$ cat src/rtl/imm_encoder_if.sv
// Request/response bundle for imm_encoder: immediate + base word in, merged instruction out.
interface imm_encoder_if #(
   parameter int unsigned CNT_W = 16
);
   logic             in_valid;
   logic             in_ready;
   logic [31:0]      in_imm;
   logic [2:0]       in_imm_src;
   logic [31:0]      in_base;
   logic             out_valid;
   logic             out_ready;
   logic [31:0]      out_instr;
   logic             out_err;
   logic [CNT_W-1:0] enc_count;

   modport master (
      output in_valid, in_imm, in_imm_src, in_base, out_ready,
      input  in_ready, out_valid, out_instr, out_err, enc_count
   );

   modport slave (
      input  in_valid, in_imm, in_imm_src, in_base, out_ready,
      output in_ready, out_valid, out_instr, out_err, enc_count
   );
endinterface

$ cat src/rtl/imm_encoder.sv
// Packs a 32-bit immediate into I/S/B/U/J fields of a base instruction; 2-stage valid/ready pipe.
// Optional range/unsupported-source flagging on out_err: define IMM_ENCODER_RANGE_CHECK_EN.
module imm_encoder #(
   parameter int unsigned CNT_W = 16
) (
   input  logic         clk,
   input  logic         rst_n,
   imm_encoder_if.slave bus
);
   localparam logic [2:0] SRC_I = 3'd0;
   localparam logic [2:0] SRC_S = 3'd1;
   localparam logic [2:0] SRC_B = 3'd2;
   localparam logic [2:0] SRC_U = 3'd3;
   localparam logic [2:0] SRC_J = 3'd4;

   logic             s1_v_q;
   logic [31:0]      s1_imm_q;
   logic [2:0]       s1_src_q;
   logic [31:0]      s1_base_q;
   logic             s2_v_q;
   logic [31:0]      s2_instr_q;
   logic             s2_err_q;
   logic [CNT_W-1:0] cnt_q;

   logic             s2_adv_c;
   logic             in_ready_c;
   logic             in_fire_c;
   logic             out_fire_c;
   logic [31:0]      instr_d;
   logic             err_d;
   logic [CNT_W-1:0] cnt_d;

   assign s2_adv_c   = s1_v_q && (!s2_v_q || bus.out_ready);
   assign in_ready_c = !s1_v_q || s2_adv_c;
   assign in_fire_c  = bus.in_valid && in_ready_c;
   assign out_fire_c = s2_v_q && bus.out_ready;
   assign cnt_d      = out_fire_c ? cnt_q + CNT_W'(1) : cnt_q;

   // Field packing; bits outside the selected immediate field come from the base word.
   always_comb begin
      instr_d = s1_base_q;
      case (s1_src_q)
         SRC_I: instr_d[31:20] = s1_imm_q[11:0];
         SRC_S: begin
            instr_d[31:25] = s1_imm_q[11:5];
            instr_d[11:7]  = s1_imm_q[4:0];
         end
         SRC_B: begin
            instr_d[31]    = s1_imm_q[12];
            instr_d[7]     = s1_imm_q[11];
            instr_d[30:25] = s1_imm_q[10:5];
            instr_d[11:8]  = s1_imm_q[4:1];
         end
         SRC_U: instr_d[31:12] = s1_imm_q[19:0];
         SRC_J: begin
            instr_d[31]    = s1_imm_q[20];
            instr_d[19:12] = s1_imm_q[19:12];
            instr_d[20]    = s1_imm_q[11];
            instr_d[30:21] = s1_imm_q[10:1];
         end
         default: ;
      endcase
   end

`ifdef IMM_ENCODER_RANGE_CHECK_EN
   logic is_ok_c;
   logic bs_ok_c;
   logic u_ok_c;
   logic j_ok_c;

   // A field is representable when every bit above it repeats the sign bit.
   assign is_ok_c = (&s1_imm_q[31:11]) || !(|s1_imm_q[31:11]);
   assign bs_ok_c = ((&s1_imm_q[31:12]) || !(|s1_imm_q[31:12])) && !s1_imm_q[0];
   assign u_ok_c  = (&s1_imm_q[31:19]) || !(|s1_imm_q[31:19]);
   assign j_ok_c  = ((&s1_imm_q[31:20]) || !(|s1_imm_q[31:20])) && !s1_imm_q[0];

   always_comb begin
      err_d = 1'b1;
      case (s1_src_q)
         SRC_I, SRC_S: err_d = !is_ok_c;
         SRC_B:        err_d = !bs_ok_c;
         SRC_U:        err_d = !u_ok_c;
         SRC_J:        err_d = !j_ok_c;
         default:      err_d = 1'b1;
      endcase
   end
`else
   logic unused_imm_hi;

   assign unused_imm_hi = ^s1_imm_q[31:21];
   assign err_d         = 1'b0;
`endif

   // Stage 1: capture request on input handshake.
   always_ff @(posedge clk or negedge rst_n) begin
      if (!rst_n) begin
         s1_v_q    <= 1'b0;
         s1_imm_q  <= 32'h0;
         s1_src_q  <= 3'h0;
         s1_base_q <= 32'h0;
      end else if (in_fire_c) begin
         s1_v_q    <= 1'b1;
         s1_imm_q  <= bus.in_imm;
         s1_src_q  <= bus.in_imm_src;
         s1_base_q <= bus.in_base;
      end else if (s2_adv_c) begin
         s1_v_q    <= 1'b0;
      end
   end

   // Stage 2: merged word and error; held while the consumer stalls.
   always_ff @(posedge clk or negedge rst_n) begin
      if (!rst_n) begin
         s2_v_q     <= 1'b0;
         s2_instr_q <= 32'h0;
         s2_err_q   <= 1'b0;
      end else if (s2_adv_c) begin
         s2_v_q     <= 1'b1;
         s2_instr_q <= instr_d;
         s2_err_q   <= err_d;
      end else if (out_fire_c) begin
         s2_v_q     <= 1'b0;
      end
   end

   always_ff @(posedge clk or negedge rst_n) begin
      if (!rst_n) cnt_q <= '0;
      else        cnt_q <= cnt_d;
   end

   assign bus.in_ready  = in_ready_c;
   assign bus.out_valid = s2_v_q;
   assign bus.out_instr = s2_instr_q;
   assign bus.out_err   = s2_err_q;
   assign bus.enc_count = cnt_q;
endmodule

$ cat src/flat_wrapper.sv
// flat-port wrapper written by rule: the top's interface ports become plain ports
module imm_encoder_flat 
#(
   parameter int unsigned CNT_W = 16
)
  (clk, rst_n, bus_in_valid, bus_in_imm, bus_in_imm_src, bus_in_base, bus_out_ready, bus_in_ready, bus_out_valid, bus_out_instr, bus_out_err, bus_enc_count);
  imm_encoder_if #(.CNT_W(CNT_W)) bus_i ();
  input  logic clk;
  input  logic rst_n;
  input wire logic [$bits(bus_i.in_valid)-1:0] bus_in_valid;
  input wire logic [$bits(bus_i.in_imm)-1:0] bus_in_imm;
  input wire logic [$bits(bus_i.in_imm_src)-1:0] bus_in_imm_src;
  input wire logic [$bits(bus_i.in_base)-1:0] bus_in_base;
  input wire logic [$bits(bus_i.out_ready)-1:0] bus_out_ready;
  output wire logic [$bits(bus_i.in_ready)-1:0] bus_in_ready;
  output wire logic [$bits(bus_i.out_valid)-1:0] bus_out_valid;
  output wire logic [$bits(bus_i.out_instr)-1:0] bus_out_instr;
  output wire logic [$bits(bus_i.out_err)-1:0] bus_out_err;
  output wire logic [$bits(bus_i.enc_count)-1:0] bus_enc_count;
  assign bus_i.in_valid = bus_in_valid;
  assign bus_i.in_imm = bus_in_imm;
  assign bus_i.in_imm_src = bus_in_imm_src;
  assign bus_i.in_base = bus_in_base;
  assign bus_i.out_ready = bus_out_ready;
  assign bus_in_ready = bus_i.in_ready;
  assign bus_out_valid = bus_i.out_valid;
  assign bus_out_instr = bus_i.out_instr;
  assign bus_out_err = bus_i.out_err;
  assign bus_enc_count = bus_i.enc_count;
  imm_encoder #(.CNT_W(CNT_W)) u_core (.clk(clk), .rst_n(rst_n), .bus(bus_i));
endmodule
$ cat config.mk
export PLATFORM = sky130hd
export DESIGN_NAME = imm_encoder_flat
export DESIGN_NICKNAME = d
export VERILOG_FILES = /design/src/rtl/imm_encoder_if.sv /design/src/rtl/imm_encoder.sv /design/src/flat_wrapper.sv
export SDC_FILE = /design/constraint.sdc
export NUM_CORES = 1
export LEC_CHECK = 0
export BUFFER_PORTS_ARGS = -buffer_cell sky130_fd_sc_hd__buf_2
export CAP_MARGIN = 5
export CORE_MARGIN = 8
export CORE_UTILIZATION = 35
export DETAILED_ROUTE_END_ITERATION = 8
export PLACE_DENSITY_LB_ADDON = 0.05
export SYNTH_ARGS = -nofsm -noshare
export SYNTH_HDL_FRONTEND = slang
export SYNTH_SLANG_ARGS = --single-unit
$ cat constraint.sdc
create_clock -name clk -period 1.7 [get_ports clk]
set_clock_uncertainty 0.2 [all_clocks]
set_input_delay 0.255 -clock clk [delete_from_list [all_inputs] [get_ports clk]]
set_output_delay 0.255 -clock clk [all_outputs]
set_load 0.02 [all_outputs]
Word-level counts from Yosys, hierarchy flattened
Cells that the tools add are included.
{"block": "word_totals", "register_bits": 106, "output_inout_bits": 51, "input_bits": 71}
{"block": "classes", "n_reduce_logical": 11, "add_sub_neg": 1, "mux": 8, "eq_ne": 4}
{"op": "$pmux 7 s4", "count": 1}
{"op": "$add 16x1->16 const B", "count": 1}
{"op": "$pmux 8 s2", "count": 1}
{"op": "$pmux 5 s3", "count": 1}
{"op": "$pmux 5 s2", "count": 1}
{"op": "$eq 3x2->1 const B", "count": 2}
{"op": "$mux 1", "count": 4}
{"op": "$reduce_bool 2->1", "count": 2}
{"op": "$eq 3x1->1 const B", "count": 1}
{"op": "$eq 3x3->1 const B", "count": 1}
{"op": "$logic_and 1x1->1", "count": 3}
{"op": "$logic_not 3->1", "count": 1}
{"op": "$logic_not 1->1", "count": 2}
{"op": "$logic_or 1x1->1", "count": 2}
{"op": "$reduce_or 2->1", "count": 1}

Longest topological paths before layout
{"block": "logic_depth", "word_depth": 6, "depth_mapped": 6, "ltp_nobuf": 5}

Worst setup path before layout
No wires, ideal clock.
{"block": "synth_path", "path_type": "register -> register", "start": "reg u_core.s2_v_q (netlist: u_core.bus.out_valid)", "end": "reg u_core.s1_base_q[0]", "required_ns": 1.375, "path_buffers": 2, "period_less_slack_ns": 1.745, "setup_slack_ns": -0.045, "setup_ns": 0.125, "arrival_time_ns": 1.420, "path_stages_with_launch": 6, "path_cell_list": "dfrtp_1 > nand3b_4 > nand2_1 > buf_6 > buf_6 > mux2_4"}
{"block": "synth_between", "elab_chain_cells": 5}
{"element": "start, declared", "line": "imm_encoder.sv:20", "text": "logic s2_v_q;"}
{"element": "start signal, assigned", "line": "imm_encoder.sv:114", "text": "s2_v_q <= 1'b0;"}
{"element": "start signal, assigned", "line": "imm_encoder.sv:118", "text": "s2_v_q <= 1'b1;"}
{"element": "start signal, assigned", "line": "imm_encoder.sv:122", "text": "s2_v_q <= 1'b0;"}
{"element": "$logic_not 1->1", "line": "imm_encoder.sv:33", "text": "assign s2_adv_c = s1_v_q && (!s2_v_q || bus.out_ready);"}
{"element": "$logic_or 1x1->1", "line": "imm_encoder.sv:33"}
{"element": "$logic_and 1x1->1", "line": "imm_encoder.sv:33"}
{"element": "$logic_or 1x1->1", "line": "imm_encoder.sv:34", "text": "assign in_ready_c = !s1_v_q || s2_adv_c;"}
{"element": "via bus_in_ready", "line": "flat_wrapper.sv:15", "text": "output wire logic [$bits(bus_i.in_ready)-1:0] bus_in_ready;"}
{"element": "$logic_and 1x1->1", "line": "imm_encoder.sv:35", "text": "assign in_fire_c = bus.in_valid && in_ready_c;"}
{"element": "end signal, assigned", "line": "imm_encoder.sv:105", "text": "s1_base_q <= bus.in_base;"}
{"element": "end, declared", "line": "imm_encoder.sv:19", "text": "logic [31:0] s1_base_q;"}
The timed path passes the listed nets, and every way through them passes these cells.
A chain may end at the register's enable or synchronous reset.

Worst setup path after layout
{"block": "layout_path", "start": "reg u_core.s1_src_q[1]", "end": "reg u_core.s2_instr_q[27] (netlist: u_core.bus.out_instr[27])"}
{"block": "layout_between", "elab_chain_cells": 3, "word_cells_on_any_way": 7, "cone_classes": "eq/ne: 4; mux: 1; reduce/logical: 2"}
{"element": "start, declared", "line": "imm_encoder.sv:18", "text": "logic [2:0] s1_src_q;"}
{"element": "start signal, assigned", "line": "imm_encoder.sv:104", "text": "s1_src_q <= bus.in_imm_src;"}
{"element": "$eq 3x1->1 / $logic_not 3->1 (equally long branches)", "line": "imm_encoder.sv:42", "text": "case (s1_src_q)"}
{"element": "$reduce_or 2->1 (no source line)"}
{"element": "$pmux 7 s4 (*)", "line": "imm_encoder.sv:42"}
{"element": "end signal, assigned", "line": "imm_encoder.sv:119", "text": "s2_instr_q <= instr_d;"}
{"element": "end, declared", "line": "imm_encoder.sv:21", "text": "logic [31:0] s2_instr_q;"}
Mark *: on every way between the ends. The rest lies on a longest branch, timed or not.

==> flow_metrics.py <==
metrics = {
    "drt": {
        "vias": 3535,
        "drt_wl_total_um": 12600,
        "wl_per_cell_um": 16.9,
        "drc": 0,
        "drtIter0Drc": 137,
        "vias_per_cell": 4.74,
        "antenna_left": 0,
        "drt_pass1_iterations": 4,
    },
    "synth": {
        "synth_edf_count": 0,
        "yosys_warnings": 0,
        "syn_nets": 453,
        "async_flop_share": 1.00,
        "yosysSeqAreaShare": 0.545,
        "avgSynthCellArea_um2": 12.8,
        "synth_cell_type_count": 47,
        "synth_ff_type": "dfrtp_1",
        "ys_ff_latch": 106,
        "synthCells": 381,
        "syn_area_mm2": 0.00487,
    },
    "clocking": {
        "clk_latency_ps": 350,
        "clockBufferDepth": 2,
        "clk_pin_slew_worst_paths_ps": 70,
        "htreeDepth": 3,
        "cts_tree": "built",
        "clkSinkCount": 106,
        "root_buffer": "clkbuf_16",
        "numCtsBuffers": 9,
    },
    "setup_path": {
        "required_ps": 1750,
        "start_kind": "register",
        "cpMostUsedCell": "buf_12",
        "path_delay_family": "compound AO/OA/AOI/OAI gates",
        "crit_type": "register to register",
        "crit_chain": "buf_12, buf_12, o21ai_2, buf_6, o22ai_1, o31ai_1",
        "crit_fanout": 10,
        "crit_path_max_incr_delay_ps": 410,
        "cp-end-kind": "register",
        "critPathSlowestCell": "dfrtp_1",
        "critPathBufInv": 3,
        "worstPathArrival_ps": 1700,
    },
    "cells_and_area": {
        "final_cells": 746,
        "layout-drive-gt1-share": 0.417,
        "syn2layout_area_growth_pct": 38.5,
        "final_cell_mix": "buf_2, dfrtp_1, dlygate4sd3_1",
        "final_common_cell": "buf_2",
        "antenna_cells": 0,
        "final_nets": 633,
        "fillerInstances": 1267,
    },
    "placement": {
        "dp_slack_ps": -54.1,
        "dp.cells": 670,
        "place_hpwl_um": 8930,
        "port-buffer-count": 109,
        "gp_congestion": 0.741,
    },
    "floorplanning": {
        "fp.dieH_um": 134,
        "rows": 43,
        "coreArea_mm2": 0.0137,
        "start_util": 0.355,
        "die_width_um": 134,
        "ios": 122,
        "die_area_mm2": 0.0179,
    },
    "power_and_ir_drop": {
        "p_leak_nw": 3.22,
        "power_density_mw_per_mm2": 1190,
        "peakVddDrop_uv": 514,
    },
    "sta": {
        "setup_viol": 0,
        "report.final.slew_viol_count": 0,
        "min_period_ps": 1650,
        "timing.final.ws_setup_ps": 53.2,
        "fin_crit_sh": 0.969,
        "rsz0062_at_grt": "true",
        "fmax_ghz": 0.607,
        "hold_viol": 0,
    },
    "grt": {
        "grt_usage": 0.144,
        "use_met1": 0.178,
        "grt_max_degree": 38,
        "grt_busiest_layer": "met2",
        "grt_pass1_wl_um": 20000,
        "globalRouteOverflowTotal": 0,
        "grt_pass1_vias": 3747,
        "met3_usage": 0.0374,
        "use_met2": 0.229,
        "antenna_found_initial": 0,
    },
    "min_path": {
        "hold_path_class": "input pin to register",
    },
    "run": {
        "max-cap-violations": 0,
    },
    "outcome": {
        "status": "completed",
    },
}
==> area by class of cell <==
cell class | instances | area, um^2 | share of cell area
Sequential cell | 106 | 2660 | 0.394
Multi-Input combinational cell | 250 | 2100 | 0.311
Timing Repair Buffer | 191 | 1430 | 0.212
Clock buffer | 11 | 243 | 0.0360
Tap cell | 180 | 225 | 0.0334
Clock inverter | 5 | 77.6 | 0.0115
Inverter | 3 | 13.8 | 0.00204
==> metal layers <==
metal	wire, um	vias up
li1	-	1728
met1	5660	1708
met2	6030	83
met3	632	16
met4	298	0
met5	0	-
==> worst paths after layout <==
path	start	to	slack, ps	cells after the start
setup / recovery	u_core.s1_src_q[1]	u_core.bus.out_instr[27]	50	6
hold / removal	bus_out_ready	u_core.bus.enc_count[0]	40	3
setup reg to reg	u_core.s1_src_q[1]	u_core.bus.out_instr[27]	50	6
hold reg to reg	u_core.bus.enc_count[15]	u_core.bus.enc_count[15]	270	1
max in group asynchronous	rst_n	u_core.s1_src_q[0]	590	3
min in group asynchronous	rst_n	u_core.bus.enc_count[4]	160	2
==> repair_timing <==
action,CTS,global route
hold buffers,58,0
buffers inserted,2,0
hold endpoints to repair,163,0
setup endpoints to repair,18,25
pin swaps,3,2
resized for setup,1,17
==> stage by stage <==
| step | power (mW) | utilization | setup TNS, ps | instance area (um^2) | hold slack [ps] |
|---|---|---|---|---|---|
| 2_1_floorplan | 4.84 | - | 0 | 4870 | -241 |
| 3_3_place_gp | 5.66 | 0.419 | -37.3 | 5750 | -10.8 |
| 3_5_place_dp | 5.70 | 0.419 | -451 | 5750 | -7.82 |
| 4_1_cts | 8.13 | 0.487 | -36.1 | 6680 | 29.8 |
| 5_1_grt | 8.48 | 0.491 | -31.8 | 6740 | 33.8 |
| 6_report | 8.05 | 0.491 | 0 | 6740 | 41.0 |
==> worst register-to-register path: cells and delay by family (launching register included) <==
family                 cells  cell delay [ps]
flip-flops                 1              410
buffers and inverters      3              440
AO/OA/AOI/OAI              3              500
==> registers in the layout, indices dropped and copies added, names as in the netlist <==
signal	count
u_core.s1_v_q	1
u_core.bus.enc_count	16
u_core.bus.out_valid	1
u_core.bus.out_instr	32
u_core.s1_src_q	3
u_core.s1_imm_q	21
u_core.s1_base_q	32
==> Yosys cell counts (2+ instances only) <==
| master | number | area [um^2] |
|---|---|---|
| a21oi_1 | 5 | 25.0 |
| a221o_1 | 8 | 80.1 |
| and2b_1 | 2 | 15.0 |
| and3_1 | 3 | 18.8 |
| buf_2 | 9 | 45.0 |
| buf_4 | 5 | 37.5 |
| buf_6 | 7 | 78.8 |
| dfrtp_1 | 106 | 2650 |
| inv_2 | 2 | 7.51 |
| mux2_2 | 26 | 293 |
| mux2_4 | 41 | 616 |
| mux2i_1 | 7 | 70.1 |
| nand2_1 | 36 | 135 |
| nand2b_1 | 5 | 31.3 |
| nand3_1 | 7 | 35.0 |
| nand3b_1 | 2 | 15.0 |
| nand4_1 | 2 | 12.5 |
| nor2_1 | 21 | 78.8 |
| o211ai_1 | 2 | 15.0 |
| o21ai_0 | 8 | 40.0 |
| o21ai_1 | 10 | 50.1 |
| o22ai_1 | 23 | 144 |
| o31ai_1 | 6 | 45.0 |
| xnor2_1 | 12 | 105 |
| xor2_1 | 4 | 35.0 |
==> logic make-up after synthesis <==
| kind of cell | share of synthesized area |
|---|---|
| AOI/OAI and AO/OA | 0.0984 |
| xor gates and xnor gates | 0.0288 |
| adders and majority gates | 0.00257 |
| buffers and inverters | 0.0362 |
| DFF | 0.545 |
| muxes | 0.201 |
| other | 0.000770 |
| and+or+nand+nor | 0.0874 |
==> power by group <==
group	switching (mW)	internal, mW	total (mW)
sequential	0.407	3.01	3.42
clock	0.927	1.33	2.25
combinational	1.21	1.16	2.37
(Power assumes the default switching activity.)
